## config.mk

```make
export PLATFORM = sky130hd
export DESIGN_NAME = seq_restoring_div
export DESIGN_NICKNAME = d
export VERILOG_FILES = /design/src/rtl/seq_restoring_div.sv
export SDC_FILE = /design/constraint.sdc
export NUM_CORES = 1
export LEC_CHECK = 0
export BUFFER_PORTS_ARGS = -buffer_cell sky130_fd_sc_hd__buf_2
export CAP_MARGIN = 15
export CORE_UTILIZATION = 49
export DETAILED_ROUTE_END_ITERATION = 7
export PLACE_DENSITY = 0.82
export SLEW_MARGIN = 40
export SYNTH_ARGS = -nofsm -noshare
export SYNTH_HDL_FRONTEND = slang
export SYNTH_SLANG_ARGS = --single-unit
export TNS_END_PERCENT = 10
```

## constraint.sdc

```tcl
create_clock -name clk -period 1.61 [get_ports clk]
set_input_delay 0.161 -clock clk [delete_from_list [all_inputs] [get_ports clk]]
set_output_delay 0.161 -clock clk [all_outputs]
set_load 0.005 [all_outputs]
```

## src/rtl/seq_restoring_div.sv

```systemverilog
// Unsigned restoring divider: DW-bit dividend / VW-bit divisor, one quotient bit per clock,
// out_valid DW edges after accept; result held in DONE until out_ready, no accept while BUSY/DONE.
// DIV_ZERO_FAST_EN: a zero divisor skips BUSY and loads the all-ones result on the accept edge.
module seq_restoring_div #(
   parameter int DW = 8,
   parameter int VW = 4
) (
   input  logic          clk,
   input  logic          rst,
   input  logic          in_valid,
   output logic          in_ready,
   input  logic [DW-1:0] dividend,
   input  logic [VW-1:0] divisor,
   output logic          out_valid,
   input  logic          out_ready,
   output logic [DW-1:0] quotient,
   output logic [VW-1:0] remainder,
   output logic          div_by_zero
);

   localparam int CW = $clog2(DW + 1);
`ifdef DIV_ZERO_FAST_EN
   localparam bit FAST_ZERO = 1'b1;
`else
   localparam bit FAST_ZERO = 1'b0;
`endif

   typedef enum logic [1:0] {IDLE, BUSY, DONE} state_t;

   state_t        state_q;
   logic [DW-1:0] dvd_q, dvd_d;
   logic [VW-1:0] dsr_q;
   logic [VW:0]   prem_q, prem_d;
   logic [CW-1:0] cnt_q;
   logic [VW:0]   prem_sh;
   logic [VW+1:0] trial;
   logic          qbit;

   // One restoring step; the extra MSB of trial is the borrow/sign of the subtract.
   always_comb begin
      prem_sh = {prem_q[VW-1:0], dvd_q[DW-1]};
      trial   = {1'b0, prem_sh} - {2'b00, dsr_q};
      qbit    = ~trial[VW+1];
      prem_d  = qbit ? trial[VW:0] : prem_sh;
      dvd_d   = {dvd_q[DW-2:0], qbit};
   end

   always_ff @(posedge clk or posedge rst) begin
      if (rst) begin
         state_q     <= IDLE;
         dvd_q       <= '0;
         dsr_q       <= '0;
         prem_q      <= '0;
         cnt_q       <= '0;
         in_ready    <= 1'b1;
         out_valid   <= 1'b0;
         quotient    <= '0;
         remainder   <= '0;
         div_by_zero <= 1'b0;
      end else begin
         case (state_q)
            IDLE: begin
               if (in_valid) begin
                  dvd_q       <= dividend;
                  dsr_q       <= divisor;
                  prem_q      <= '0;
                  cnt_q       <= CW'(DW);
                  div_by_zero <= (divisor == '0);
                  in_ready    <= 1'b0;
                  if (FAST_ZERO && divisor == '0) begin
                     state_q   <= DONE;
                     out_valid <= 1'b1;
                     quotient  <= '1;
                     remainder <= dividend[VW-1:0];
                  end else begin
                     state_q <= BUSY;
                  end
               end
            end
            BUSY: begin
               prem_q <= prem_d;
               dvd_q  <= dvd_d;
               cnt_q  <= cnt_q - 1'b1;
               // Last iteration: the shift register now holds the full quotient.
               if (cnt_q == CW'(1)) begin
                  state_q   <= DONE;
                  out_valid <= 1'b1;
                  quotient  <= dvd_d;
                  remainder <= prem_d[VW-1:0];
               end
            end
            DONE: begin
               if (out_ready) begin
                  state_q   <= IDLE;
                  out_valid <= 1'b0;
                  in_ready  <= 1'b1;
               end
            end
            default: begin
               state_q   <= IDLE;
               out_valid <= 1'b0;
               in_ready  <= 1'b1;
            end
         endcase
      end
   end

endmodule

```

==> run metrics <==
Hold WC Path Type=in2reg; synth top area cells=dfrtp_1 (51%), nand2_1 (11%), ha_1 (4.3%), a22oi_1 (3.0%), nand4_1 (2.1%); I/O pin count=31; Synth Area in Compound Gates=approximately 15%; worst setup margin=-0.109 ns; layout overhead on the synthesized area=26.2%; Leakage=between 1 and 1.5 nW; num rows=21; Seq/Total Area, Yosys=52.6%; Hold Path Stages=3; Stages on worst setup path=7; Power Dens Cells=between 2000 and 2500 nW/um^2; PnR Total Power=~5 mW; grt ovf=0; critical path launch point type=flip-flop; Cell variety after synth=40; max-slew headroom at the worst pin=approximately 70%; Synth Net Count=198; Setup-failing EPs final=9; RR Endpoint=remainder[0]$_DFFE_PP0P_; Main synth FF type=dfrtp_1; CTS buffer count=5; Reg2Reg Setup Slack=-0.11 ns; area of the multi-input gates=821 sq um; failing checks=setup timing; post-synth top area share=about 51%; first-pass GRT wire length=just under 6 mm; Hold Vio Cnt, Final=0; Final nets=245; Synth Area in XOR/XNOR=less than 1%; WS Path Type=reg2reg; hpwl dp=2.52 mm; largest family of logic cells by synthesized area=simple AND/OR/NAND/NOR gates; CTS tree=yes; count leader, synth=nand2_1; FF-to-FF Start=dsr_q[1]$_DFFE_PP0P_; Core ar.=between 3000 and 4000 sq um; die area=about 3800 sq um; hold path start=divisor[1]; Clock Path Buffers=2; Max Clk Rate=roughly 0.58 GHz; Wirelength per Cell=approximately 14 microns; clock slew at reported path FFs=0.12 ns; Hold EP=dsr_q[1]$_DFFE_PP0P_; power share of the combinational group=53.2%; final worst-path cycle share=107%; Starting Density=about 52%; initial antenna violation count=0; GP Congestion=about 0.81; worst slack at placement=-0.102 ns; Seq cells post-synth=37; Netlist Area Pre-Place=approximately 1800 sq um; vias after detailed routing=between 1000 and 1500; Setup crit end kind=flip-flop; clock root buffer=clkbuf_4; post-synthesis cell count=175; Global Route Usage Sum=21.9%; fillers=280; Yosys Warn Count=0; port bufs=30; Worst EP arrival=between 1.5 and 2 ns; final slew viol count=0; worst path required time=roughly 1.9 ns; Post-Synth Adder-Cell Area=5.39%; mux cell area share after synthesis=about 1.3%; clock network fraction of total power=about 13%; drt first pass iters=4; H-Tree Depth=2; vias in the first global route=approximately 1400; largest net degree at the start of global routing=38; DRC=0; CP bufs+invs=2; clk sinks=37; crit-path cells=inv_2, ha_4, nor2b_4, o311a_4, nor3_4, buf_6, o311ai_2; Pint=between 3 and 4 mW; Worst Clk Skew=0.0169 ns; Routed Antenna Nets=0; vias per cell=roughly 5.3; synthesized area per cell=about 10 sq um; Tmin final=1.72 ns; sequential power share=about a third; status=finished with violations; max_cap viols=0; top cells by count, synth=nand2_1 (54), dfrtp_1 (36), inv_1 (9); net switching power=approximately 2.0 mW; CP max stage cell=dfrtp_1; ANT cells=0; Switching Fraction=between 30% and 40%; WL final=about 3.8 mm; Crit path max-delay family=compound AO/OA/AOI/OAI gates; Die X=approximately 62 microns; Tightest Pin Transition=around 0.46 ns; sequential standard cell area=approximately 930 sq um; post-synth top area cell=dfrtp_1; DIE HEIGHT=between 60 and 70 microns; clock latency on the worst-skew pair=~0.36 ns; Reg2Reg Depth=7; VDD IR-drop max=0.00114 V; CP max stage delay=0.39 ns; Post-synth ARST share=100%; critical path peak fanout=7; RSZ-0062 raised after global routing=yes; drt first-iter violations=80; number of synthesized flops with an enable pin=0; fraction of layout cells with a size suffix above 1=about 32%; Post-Synth Simple-Gate Area=about a fifth
-- what timing repair did --
item | CTS | global route
resized for setup | 0 | 13
endpoints found under the hold margin | 36 | 0
setup endpoints to repair | 10 | 13
setup buffers | 0 | 3
pin swaps | 1 | 7
hold buffers | 1 | 0
-- how the worst max path moves through the flow --
stage,startpoint,to,slack [ns]
3_5_place_dp,prem_q[0]$_DFFE_PP0P_,prem_q[2]$_DFFE_PP0P_,-0.10
3_3_place_gp,dsr_q[1]$_DFFE_PP0P_,remainder[2]$_DFFE_PP0P_,-0.04
6_report,dsr_q[1]$_DFFE_PP0P_,remainder[0]$_DFFE_PP0P_,-0.11
5_1_grt,dsr_q[1]$_DFFE_PP0P_,remainder[0]$_DFFE_PP0P_,-0.14
4_1_cts,prem_q[0]$_DFFE_PP0P_,prem_q[2]$_DFFE_PP0P_,-0.13
2_1_floorplan,prem_q[0]$_DFFE_PP0P_,prem_q[1]$_DFFE_PP0P_,-0.01
-- worst min-delay path, delay by kind of cell --
family	cells	cell delay (ns)
compound gates	1	0.05
buf+inv	1	0.09
simple gates	1	0.04
-- metal layers --
metal	GRT usage (%)	vias to the layer above	part of all wire, %
met2	35.7	23	51
met3	7.04	7	3.5
li1	-	704	-
met1	27.4	704	44
met5	0	-	0
met4	7.62	0	1.5
-- final cells by class --
class	count	area share (%)
Sequential cell	37	41.7
Clock buffer	6	1.86
Clock inverter	2	1.57
Tap cell	46	2.59
Timing Repair Buffer	47	13.9
Inverter	9	1.52
Multi-Input combinational cell	122	36.9
-- flip-flops by register name, summed over array words and instances, names as in the netlist --
register	cells
remainder	4
dsr_q	4
div_by_zero	1
out_valid	1
dvd_q	8
quotient	8
state_q	2
in_ready	1
cnt_q	4
prem_q	4
-- power by group through the flow --
stage	logic [mW]	clock network (mW)	registers, mW
after CTS	2.36	0.655	1.68
after detailed placement	2.33	0	1.70
after floorplan	1.52	0	1.67
after global routing	2.94	0.691	1.76
final	2.66	0.638	1.70
after global placement	2.25	0	1.67
-- through the flow --
stage / instances / area (sq um) / setup TNS, ns / util (%) / hold slack, ns
4_1_cts: 266 / 2140 / -0.891 / 63.2 / 0.0106
6_report: 269 / 2220 / -0.641 / 65.6 / 0.0168
2_1_floorplan: 175 / 1760 / -0.0409 / - / 0.278
3_3_place_gp: 257 / 2050 / -0.220 / 60.6 / 0.287
3_5_place_dp: 257 / 2050 / -0.648 / 60.6 / 0.288
5_1_grt: 269 / 2220 / -1.18 / 65.6 / 0.0132
-- kinds of logic (layout without fill, tap and decap cells) --
kind of cell | after synthesis | in the layout
XOR/XNOR | 1 | 1
buffers and inverters | 16 | 64
adder cells (fa/ha/maj) | 7 | 7
flip-flops | 37 | 37
AO/OA/AOI/OAI | 33 | 33
AND/OR/NAND/NOR | 79 | 79
multiplexers | 2 | 2
-- layout by cell type (no fill, tap or decap), types with 2 or more instances in the layout --
| cell | n |
|---|---|
| nand2_1 | 54 |
| dfrtp_1 | 36 |
| buf_2 | 30 |
| buf_4 | 13 |
| inv_1 | 8 |
| a22oi_1 | 7 |
| o21ai_0 | 6 |
| nand4_1 | 6 |
| clkbuf_4 | 5 |
| nor2_1 | 4 |
| ha_1 | 4 |
| o211ai_1 | 3 |
| nor3_1 | 3 |
| o311ai_2 | 2 |
| o311ai_1 | 2 |
| mux2_2 | 2 |
| o21ai_1 | 2 |
| o22a_1 | 2 |
| buf_12 | 2 |
Note: power is estimated with default switching activity, not from simulation.
